[config.mk]
export PLATFORM = sky130hd
export DESIGN_NAME = pipe_stall_ctrl_flat
export DESIGN_NICKNAME = d
export VERILOG_FILES = /design/src/rtl/pipe_stall_ctrl_if.sv /design/src/rtl/pipe_stall_ctrl.sv /design/src/flat_wrapper.sv
export SDC_FILE = /design/constraint.sdc
export NUM_CORES = 1
export LEC_CHECK = 0
export BUFFER_PORTS_ARGS = -buffer_cell sky130_fd_sc_hd__buf_4
export CAP_MARGIN = 20
export CORE_AREA = 5 5 91 127
export CTS_CLUSTER_DIAMETER = 30
export DETAILED_ROUTE_END_ITERATION = 8
export DIE_AREA = 0 0 96 132
export PLACE_DENSITY = 0.72
export SYNTH_ARGS = -nofsm -noshare
export SYNTH_HDL_FRONTEND = slang
export SYNTH_HIERARCHICAL = 1
export SYNTH_SLANG_ARGS = --single-unit
[constraint.sdc]
create_clock -name clk -period 2.5 [get_ports clk]
set_clock_uncertainty 0.15 [all_clocks]
set_input_delay 0.5 -clock clk [delete_from_list [all_inputs] [get_ports clk]]
set_output_delay 0.5 -clock clk [all_outputs]
set_load 0.02 [all_outputs]
[src/rtl/pipe_stall_ctrl_if.sv]
// Handshake bundle between the pipeline datapath and the stall/sequencing controller.
// master = pipeline side (drives hazard/divider status), slave = controller.
interface pipe_stall_ctrl_if #(
  parameter int STALL_W = 6
);
  logic               flush;
  logic [4:0]         id_rs_raddr;
  logic [4:0]         id_rt_raddr;
  logic               id_rs_used;
  logic               id_rt_used;
  logic               ex_is_load;
  logic               ex_wreg;
  logic [4:0]         ex_waddr;
  logic               ex_div_op;
  logic               div_ready;
  logic [63:0]        div_result;
  logic               stallreq_mem;
  logic [STALL_W-1:0] stall;
  logic               div_start;
  logic               div_abort;
  logic               div_valid;
  logic [63:0]        div_hilo;
  logic [31:0]        stall_cycles;

  modport master (
    output flush, id_rs_raddr, id_rt_raddr, id_rs_used, id_rt_used,
           ex_is_load, ex_wreg, ex_waddr, ex_div_op, div_ready, div_result,
           stallreq_mem,
    input  stall, div_start, div_abort, div_valid, div_hilo, stall_cycles
  );

  modport slave (
    input  flush, id_rs_raddr, id_rt_raddr, id_rs_used, id_rt_used,
           ex_is_load, ex_wreg, ex_waddr, ex_div_op, div_ready, div_result,
           stallreq_mem,
    output stall, div_start, div_abort, div_valid, div_hilo, stall_cycles
  );
endinterface

[src/rtl/pipe_stall_ctrl.sv]
// Central stall bus generator: load-use and memory-wait hazards plus the
// multi-cycle divider sequencer (start, wait, capture, release EX).

// One ID source operand compared against the EX destination.
module pipe_stall_src_cmp (
  input  logic       used,
  input  logic [4:0] raddr,
  input  logic [4:0] ex_waddr,
  output logic       hit
);
  assign hit = used && (raddr == ex_waddr);
endmodule

module pipe_stall_ctrl (
  input  logic             clk,
  input  logic             rst,
  pipe_stall_ctrl_if.slave bus
);
  localparam int NUM_SRC = 2;
  localparam int STALL_W = 6;

  // Stall requests are prefix masks (PC..stage), so OR-ing yields the longest.
  localparam logic [STALL_W-1:0] STALL_LU  = 6'b000111;
  localparam logic [STALL_W-1:0] STALL_DIV = 6'b001111;
  localparam logic [STALL_W-1:0] STALL_MEM = 6'b011111;

  typedef enum logic [1:0] {RUN, DIV_START, DIV_WAIT, DIV_DONE} state_t;

  state_t                       state, state_nxt;
  logic [NUM_SRC-1:0][4:0]      src_addr;
  logic [NUM_SRC-1:0]           src_used;
  logic [NUM_SRC-1:0]           src_hit;
  logic                         load_use;
  logic                         div_req;
  logic                         capture;
  logic                         valid_c;
  logic [STALL_W-1:0]           stall_c;
  logic                         div_start_q;
  logic                         div_abort_q;
  logic [63:0]                  div_hilo_q;
  logic [31:0]                  stall_cnt;

  // ---------------- load-use detection ----------------
  assign src_addr = {bus.id_rt_raddr, bus.id_rs_raddr};
  assign src_used = {bus.id_rt_used, bus.id_rs_used};

  for (genvar g = 0; g < NUM_SRC; g++) begin : g_src
    pipe_stall_src_cmp u_cmp (
      .used     (src_used[g]),
      .raddr    (src_addr[g]),
      .ex_waddr (bus.ex_waddr),
      .hit      (src_hit[g])
    );
  end

  assign load_use = bus.ex_is_load && bus.ex_wreg && (bus.ex_waddr != 5'd0) && (|src_hit);

  // ---------------- divider sequencer ----------------
  always_ff @(posedge clk) begin
    if (rst) state <= RUN;
    else     state <= state_nxt;
  end

  always_comb begin
    state_nxt = state;
    div_req   = 1'b0;
    capture   = 1'b0;
    valid_c   = 1'b0;
    case (state)
      RUN: begin
        if (bus.ex_div_op) begin
          div_req   = 1'b1;
          state_nxt = DIV_START;
        end
      end
      DIV_START: begin
        div_req   = 1'b1;
        state_nxt = DIV_WAIT;
      end
      DIV_WAIT: begin
        div_req = 1'b1;
        if (bus.div_ready) begin
          capture   = 1'b1;
          state_nxt = DIV_DONE;
        end
      end
      DIV_DONE: begin
        // EX advances at the end of this cycle unless memory still holds it.
        valid_c   = 1'b1;
        state_nxt = RUN;
      end
      default: state_nxt = RUN;
    endcase
    // Flush wins: drop any in-flight result and return to RUN.
    if (bus.flush) begin
      state_nxt = RUN;
      capture   = 1'b0;
      valid_c   = 1'b0;
    end
  end

  always_comb begin
    stall_c = '0;
    if (!bus.flush) begin
      if (load_use)         stall_c = stall_c | STALL_LU;
      if (div_req)          stall_c = stall_c | STALL_DIV;
      if (bus.stallreq_mem) stall_c = stall_c | STALL_MEM;
    end
  end

  // Reset intentionally produces no abort: the divider shares rst.
  always_ff @(posedge clk) begin
    if (rst) begin
      div_start_q <= 1'b0;
      div_abort_q <= 1'b0;
      div_hilo_q  <= '0;
      stall_cnt   <= '0;
    end else begin
      div_start_q <= (state == RUN) && bus.ex_div_op && !bus.flush;
      div_abort_q <= bus.flush && ((state == DIV_START) || (state == DIV_WAIT));
      if (capture)    div_hilo_q <= bus.div_result;
      if (stall_c[0]) stall_cnt  <= stall_cnt + 32'd1;
    end
  end

  assign bus.stall        = stall_c;
  assign bus.div_start    = div_start_q;
  assign bus.div_abort    = div_abort_q;
  assign bus.div_valid    = valid_c;
  assign bus.div_hilo     = div_hilo_q;
  assign bus.stall_cycles = stall_cnt;
endmodule

[src/flat_wrapper.sv]
// flat-port wrapper written by rule: the top's interface ports become plain ports
module pipe_stall_ctrl_flat 
  (clk, rst, bus_flush, bus_id_rs_raddr, bus_id_rt_raddr, bus_id_rs_used, bus_id_rt_used, bus_ex_is_load, bus_ex_wreg, bus_ex_waddr, bus_ex_div_op, bus_div_ready, bus_div_result, bus_stallreq_mem, bus_stall, bus_div_start, bus_div_abort, bus_div_valid, bus_div_hilo, bus_stall_cycles);
  pipe_stall_ctrl_if bus_i ();
  input  logic clk;
  input  logic rst;
  input wire logic [$bits(bus_i.flush)-1:0] bus_flush;
  input wire logic [$bits(bus_i.id_rs_raddr)-1:0] bus_id_rs_raddr;
  input wire logic [$bits(bus_i.id_rt_raddr)-1:0] bus_id_rt_raddr;
  input wire logic [$bits(bus_i.id_rs_used)-1:0] bus_id_rs_used;
  input wire logic [$bits(bus_i.id_rt_used)-1:0] bus_id_rt_used;
  input wire logic [$bits(bus_i.ex_is_load)-1:0] bus_ex_is_load;
  input wire logic [$bits(bus_i.ex_wreg)-1:0] bus_ex_wreg;
  input wire logic [$bits(bus_i.ex_waddr)-1:0] bus_ex_waddr;
  input wire logic [$bits(bus_i.ex_div_op)-1:0] bus_ex_div_op;
  input wire logic [$bits(bus_i.div_ready)-1:0] bus_div_ready;
  input wire logic [$bits(bus_i.div_result)-1:0] bus_div_result;
  input wire logic [$bits(bus_i.stallreq_mem)-1:0] bus_stallreq_mem;
  output wire logic [$bits(bus_i.stall)-1:0] bus_stall;
  output wire logic [$bits(bus_i.div_start)-1:0] bus_div_start;
  output wire logic [$bits(bus_i.div_abort)-1:0] bus_div_abort;
  output wire logic [$bits(bus_i.div_valid)-1:0] bus_div_valid;
  output wire logic [$bits(bus_i.div_hilo)-1:0] bus_div_hilo;
  output wire logic [$bits(bus_i.stall_cycles)-1:0] bus_stall_cycles;
  assign bus_i.flush = bus_flush;
  assign bus_i.id_rs_raddr = bus_id_rs_raddr;
  assign bus_i.id_rt_raddr = bus_id_rt_raddr;
  assign bus_i.id_rs_used = bus_id_rs_used;
  assign bus_i.id_rt_used = bus_id_rt_used;
  assign bus_i.ex_is_load = bus_ex_is_load;
  assign bus_i.ex_wreg = bus_ex_wreg;
  assign bus_i.ex_waddr = bus_ex_waddr;
  assign bus_i.ex_div_op = bus_ex_div_op;
  assign bus_i.div_ready = bus_div_ready;
  assign bus_i.div_result = bus_div_result;
  assign bus_i.stallreq_mem = bus_stallreq_mem;
  assign bus_stall = bus_i.stall;
  assign bus_div_start = bus_i.div_start;
  assign bus_div_abort = bus_i.div_abort;
  assign bus_div_valid = bus_i.div_valid;
  assign bus_div_hilo = bus_i.div_hilo;
  assign bus_stall_cycles = bus_i.stall_cycles;
  pipe_stall_ctrl u_core (.clk(clk), .rst(rst), .bus(bus_i));
endmodule
==> impl_results.html <==
<table>
<tr><th>Metric</th><th>Value</th></tr>
<tr><th colspan="2">Pwr</th></tr>
<tr><td>Switching part of the total power</td><td>between 20% and 30%</td></tr>
<tr><td>Reported leakage power</td><td>around 2.6 nW</td></tr>
<tr><td>Sequential power share</td><td>50.5%</td></tr>
<tr><td>Combinational power share</td><td>~9%</td></tr>
<tr><td>Power Density</td><td>506 nW/µm²</td></tr>
<tr><td>Clock network power share</td><td>40.5%</td></tr>
<tr><td>Peak VDD IR</td><td>323 µV</td></tr>
<tr><td>Internal Dissipation</td><td>2.46 mW</td></tr>
<tr><td>Switching power summed over all nets</td><td>0.728 mW</td></tr>
<tr><th colspan="2">Setup path</th></tr>
<tr><td>Count of cell instances traversed by the critical path</td><td>9</td></tr>
<tr><td>Number of cells traversed by the worst register-to-register path</td><td>9</td></tr>
<tr><td>Cell family with the largest share of critical-path delay</td><td>simple AND/OR/NAND/NOR gates</td></tr>
<tr><td>Crit end category</td><td>output pin</td></tr>
<tr><td>Worst reg2reg setup slack</td><td>160 ps</td></tr>
<tr><td>Cell with the largest stage delay on the worst path</td><td>nor4_1</td></tr>
<tr><td>Ordered list of cells on the worst path</td><td>buf_6, xor2_1, nor4_1, and3_1, o211ai_1, a211oi_2, buf_4, or2_4, buf_6</td></tr>
<tr><td>Kind of critical path</td><td>in -&gt; out</td></tr>
<tr><td>Number of buffers and inverters on the critical path</td><td>3</td></tr>
<tr><td>Most common cell type on the critical path</td><td>buf_6</td></tr>
<tr><td>Critical path's largest stage delay</td><td>a little over 300 ps</td></tr>
<tr><td>Kind of start point of the critical path</td><td>input port</td></tr>
<tr><td>Maximum fanout along the worst path</td><td>4</td></tr>
<tr><td>Crit path arrival time</td><td>1930 ps</td></tr>
<tr><td>Startpoint of the worst-slack reg-to-reg timing path</td><td>u_core/state[0]</td></tr>
<tr><td>Critical R2R Capture</td><td>u_core/bus.stall_cycles[31]</td></tr>
<tr><td>Required time worst endpoint</td><td>roughly 1900 ps</td></tr>
<tr><th colspan="2">STA</th></tr>
<tr><td>Total count of hold-check failures in the final report</td><td>0</td></tr>
<tr><td>RSZ-0062 raised after global routing</td><td>true</td></tr>
<tr><td>Slew Viols, Final</td><td>0</td></tr>
<tr><td>Slew HR</td><td>43.0%</td></tr>
<tr><td>Clock period minus final worst setup slack</td><td>roughly 2600 ps</td></tr>
<tr><td>Final Setup Violations</td><td>5</td></tr>
<tr><td>Top achievable clock speed</td><td>between 300 and 400 MHz</td></tr>
<tr><td>Worst-case setup margin in the final layout</td><td>-76.4 ps</td></tr>
<tr><td>Transition at the pin with the smallest max-transition slack</td><td>between 800 and 900 ps</td></tr>
<tr><td>Period utilisation layout</td><td>103%</td></tr>
<tr><td>Hold slack final</td><td>258 ps</td></tr>
<tr><th colspan="2">Yosys</th></tr>
<tr><td>Post-Syn Area</td><td>4200 µm²</td></tr>
<tr><td>Top cell type's share of synthesized area</td><td>47.7%</td></tr>
<tr><td>Main area contributors after synthesis</td><td>dfxtp_1 (48%), nand2_1 (13%), a21oi_1 (9.3%)</td></tr>
<tr><td>Cell count after synthesis</td><td>514</td></tr>
<tr><td>Primary FF master, synth</td><td>dfxtp_1</td></tr>
<tr><td>Library cell with the highest instance count after synthesis</td><td>nand2_1</td></tr>
<tr><td>Synth cell types</td><td>41</td></tr>
<tr><td>Ys async rst share</td><td>0%</td></tr>
<tr><td>Number of enable-type register cells in the synthesized netlist</td><td>0</td></tr>
<tr><td>Sequential-to-total area share from yosys stat</td><td>47.7%</td></tr>
<tr><td>Mapped Nets</td><td>609</td></tr>
<tr><td>Synthesized area per cell</td><td>between 8 and 9 µm²</td></tr>
<tr><td>Most numerous cell types in the synthesized netlist</td><td>nand2_1 (144), dfxtp_1 (100), a21oi_1 (78)</td></tr>
<tr><td>Synth warn</td><td>6</td></tr>
<tr><td>Count of state elements after synthesis</td><td>100</td></tr>
<tr><td>Library cell with the largest summed area after synthesis</td><td>dfxtp_1</td></tr>
<tr><th colspan="2">Hold path</th></tr>
<tr><td>Worst hold path cell count</td><td>3</td></tr>
<tr><td>Classification of the worst-slack hold path</td><td>in -&gt; reg</td></tr>
<tr><td>Hold EP</td><td>u_core/bus.div_hilo[48]</td></tr>
<tr><td>Hold Startpoint</td><td>bus_div_result[48]</td></tr>
<tr><th colspan="2">Drt</th></tr>
<tr><td>M1 WL</td><td>roughly 4.6 mm</td></tr>
<tr><td>Highest Signal Layer</td><td>met4</td></tr>
<tr><td>Routed len/inst</td><td>roughly 15 µm</td></tr>
<tr><td>DR DRC count</td><td>0</td></tr>
<tr><td>Avg Vias per Cell</td><td>4.99</td></tr>
<tr><td>Detailed-routing iteration count for the pre-antenna-repair pass</td><td>4</td></tr>
<tr><td>Routed wire length on met3</td><td>836 µm</td></tr>
<tr><td>Vias</td><td>4,235</td></tr>
<tr><td>DRT Wirelength</td><td>12.5 mm</td></tr>
<tr><td>Number of nets with antenna violations after detailed routing</td><td>0</td></tr>
<tr><td>Violation count after the first detailed-routing iteration</td><td>100</td></tr>
<tr><td>Met2 WL post-DR</td><td>between 6 and 7 mm</td></tr>
<tr><th colspan="2">Final layout</th></tr>
<tr><td>Final-layout fill cell count</td><td>915</td></tr>
<tr><td>Net count reported at finish</td><td>800</td></tr>
<tr><td>Antenna diode instance count</td><td>0</td></tr>
<tr><td>Area growth, synth to finish</td><td>50.1%</td></tr>
<tr><td>Summed area of non-filler cells in the final layout</td><td>6300 µm²</td></tr>
<tr><td>Fraction of layout cells with a size suffix above 1</td><td>37.3%</td></tr>
<tr><td>Final instance count without filler cells</td><td>848</td></tr>
<tr><th colspan="2">Run status</th></tr>
<tr><td>Violated checks</td><td>setup timing</td></tr>
<tr><td>Outcome</td><td>finished with violations</td></tr>
<tr><th colspan="2">Die</th></tr>
<tr><td>Vertical die dimension</td><td>132 µm</td></tr>
<tr><td>Overall die area</td><td>12,700 µm²</td></tr>
<tr><td>Number of top-level pins</td><td>between 150 and 200</td></tr>
<tr><td>Starting Density</td><td>approximately 41%</td></tr>
<tr><td>Standard cell core area</td><td>10,200 µm²</td></tr>
<tr><td>Placement Rows</td><td>44</td></tr>
<tr><td>Die Span X</td><td>about 96 µm</td></tr>
<tr><th colspan="2">GRT</th></tr>
<tr><td>First-pass GRT wire length</td><td>19.1 mm</td></tr>
<tr><td>Remaining global-route overflow</td><td>0</td></tr>
<tr><td>Largest net degree at the start of global routing</td><td>84</td></tr>
<tr><td>Aggregate global-route resource usage</td><td>18.6%</td></tr>
<tr><td>Initial antenna violation count</td><td>0</td></tr>
<tr><td>Number of global-route vias before repair</td><td>4,123</td></tr>
<tr><th colspan="2">Clocking</th></tr>
<tr><td>CTS buffer count</td><td>9</td></tr>
<tr><td>Root buffer cell</td><td>clkbuf_16</td></tr>
<tr><td>CTS Sinks</td><td>100</td></tr>
<tr><td>TritonCTS clock tree</td><td>done</td></tr>
<tr><td>Clock-pin slew reported for the worst setup and hold paths after clock tree synthesis</td><td>70 ps</td></tr>
<tr><td>H-Tree Level Count</td><td>3</td></tr>
<tr><td>Max Root-Sink Buffers</td><td>2</td></tr>
<tr><td>Clock latency at the later pin of the worst-skew pair</td><td>about 330 ps</td></tr>
<tr><th colspan="2">Placement</th></tr>
<tr><td>Cell Area, Placed</td><td>5830 µm²</td></tr>
<tr><td>Count of input and output buffers</td><td>between 150 and 200</td></tr>
<tr><td>Inst Count DP</td><td>825</td></tr>
<tr><td>HPWL after detailed placement</td><td>9.12 mm</td></tr>
<tr><td>Routability Congestion</td><td>approximately 0.86</td></tr>
<tr><th colspan="2">Job</th></tr>
<tr><td># Max-Cap Violations</td><td>0</td></tr>
</table>
-- metrics by stage --
stage | setup TNS (ps) | utilization, % | setup WS, ps | power (mW)
6_report | -258 | 61.5 | -76.4 | 3.19
5_1_grt | -717 | 61.5 | -135 | 3.32
4_1_cts | -341 | 60.7 | -110 | 3.22
3_5_place_dp | -5250 | 57.0 | -340 | 1.91
3_3_place_gp | -4060 | 57.0 | -259 | 1.91
2_1_floorplan | -97.9 | - | -39.3 | 1.76
-- registers in the layout (all words and copies together), names as in the netlist --
signal and count:
u_core/bus.div_abort 1, u_core/state 2, u_core/bus.div_hilo 64, u_core/bus.stall_cycles 32, u_core/bus.div_start 1
-- worst reg2reg max path, delay by kind of cell, from the launching register on --
kind            cells  cell delay, ps
buf+inv             3             410
compound gates      3             590
simple gates        2             490
fa+ha+maj           1             260
flops               1             370
-- power by group through the flow --
stage | clock, mW | sequential [mW] | combinational, mW
after CTS | 1.33 | 1.61 | 0.282
after floorplan | 0 | 1.66 | 0.0984
after global placement | 0 | 1.65 | 0.258
final | 1.29 | 1.61 | 0.286
after detailed placement | 0 | 1.65 | 0.263
after global routing | 1.40 | 1.61 | 0.307
-- timing repair --
action / CTS / global route
pin swaps: 15 / 12
setup endpoints to repair: 4 / 23
resized for setup: 14 / 21
setup buffers: 6 / 1
hold buffers: 0 / 0
-- layout make-up --
cell class                      instances  area, µm²  share of cell area [%]
Inverter                                8       32.5                   0.516
Tap cell                              138        173                    2.74
Multi-Input combinational cell        370       2100                    33.3
Sequential cell                       100       2010                    31.9
Clock inverter                          6       40.0                   0.636
Timing Repair Buffer                  216       1710                    27.1
Clock buffer                           10        239                    3.79
-- routing by layer --
| layer | GRT usage (%) | vias to the layer above |
|---|---|---|
| met2 | 32.7 | 157 |
| met1 | 20.1 | 1941 |
| met3 | 4.11 | 33 |
| met5 | 0 | - |
| li1 | - | 2104 |
| met4 | 9.57 | 0 |
-- how the worst max path moves through the flow --
| stage | start | endpoint | slack, ps |
|---|---|---|---|
| after global routing | bus_id_rs_raddr[0] | bus_stall[2] | -130 |
| final | bus_id_rt_raddr[2] | bus_stall[2] | -80 |
| after detailed placement | bus_ex_waddr[0] | u_core/bus.stall_cycles[24] | -340 |
| after CTS | bus_id_rs_raddr[2] | bus_stall[2] | -110 |
| after global placement | bus_ex_waddr[0] | u_core/bus.stall_cycles[20] | -260 |
| after floorplan | bus_ex_waddr[0] | u_core/bus.stall_cycles[24] | -40 |
-- cells in the final DEF (no fill, tap or decap), drive strengths merged, types with 8 or more instances in the layout --
cell    synthesis  routed
a21oi          78      78
buf            14     216
clkbuf         22      10
dfxtp         100     100
inv             8       8
nand2         144     144
nor2           22      22
nor2b           9       9
o21ai          14      14
or3             8       8
or4             8       8
xor2           18      18
-- cells by family after synthesis --
logic type / synth area share (%)
xor+xnor: 4.59
fa+ha+maj: 1.79
other cells: 0.0894
mux: 1.01
simple gates: 25.3
flops: 47.7
compound gates: 15.2
buf+inv: 4.29
No activity file was read; power rests on OpenSTA's default activity.
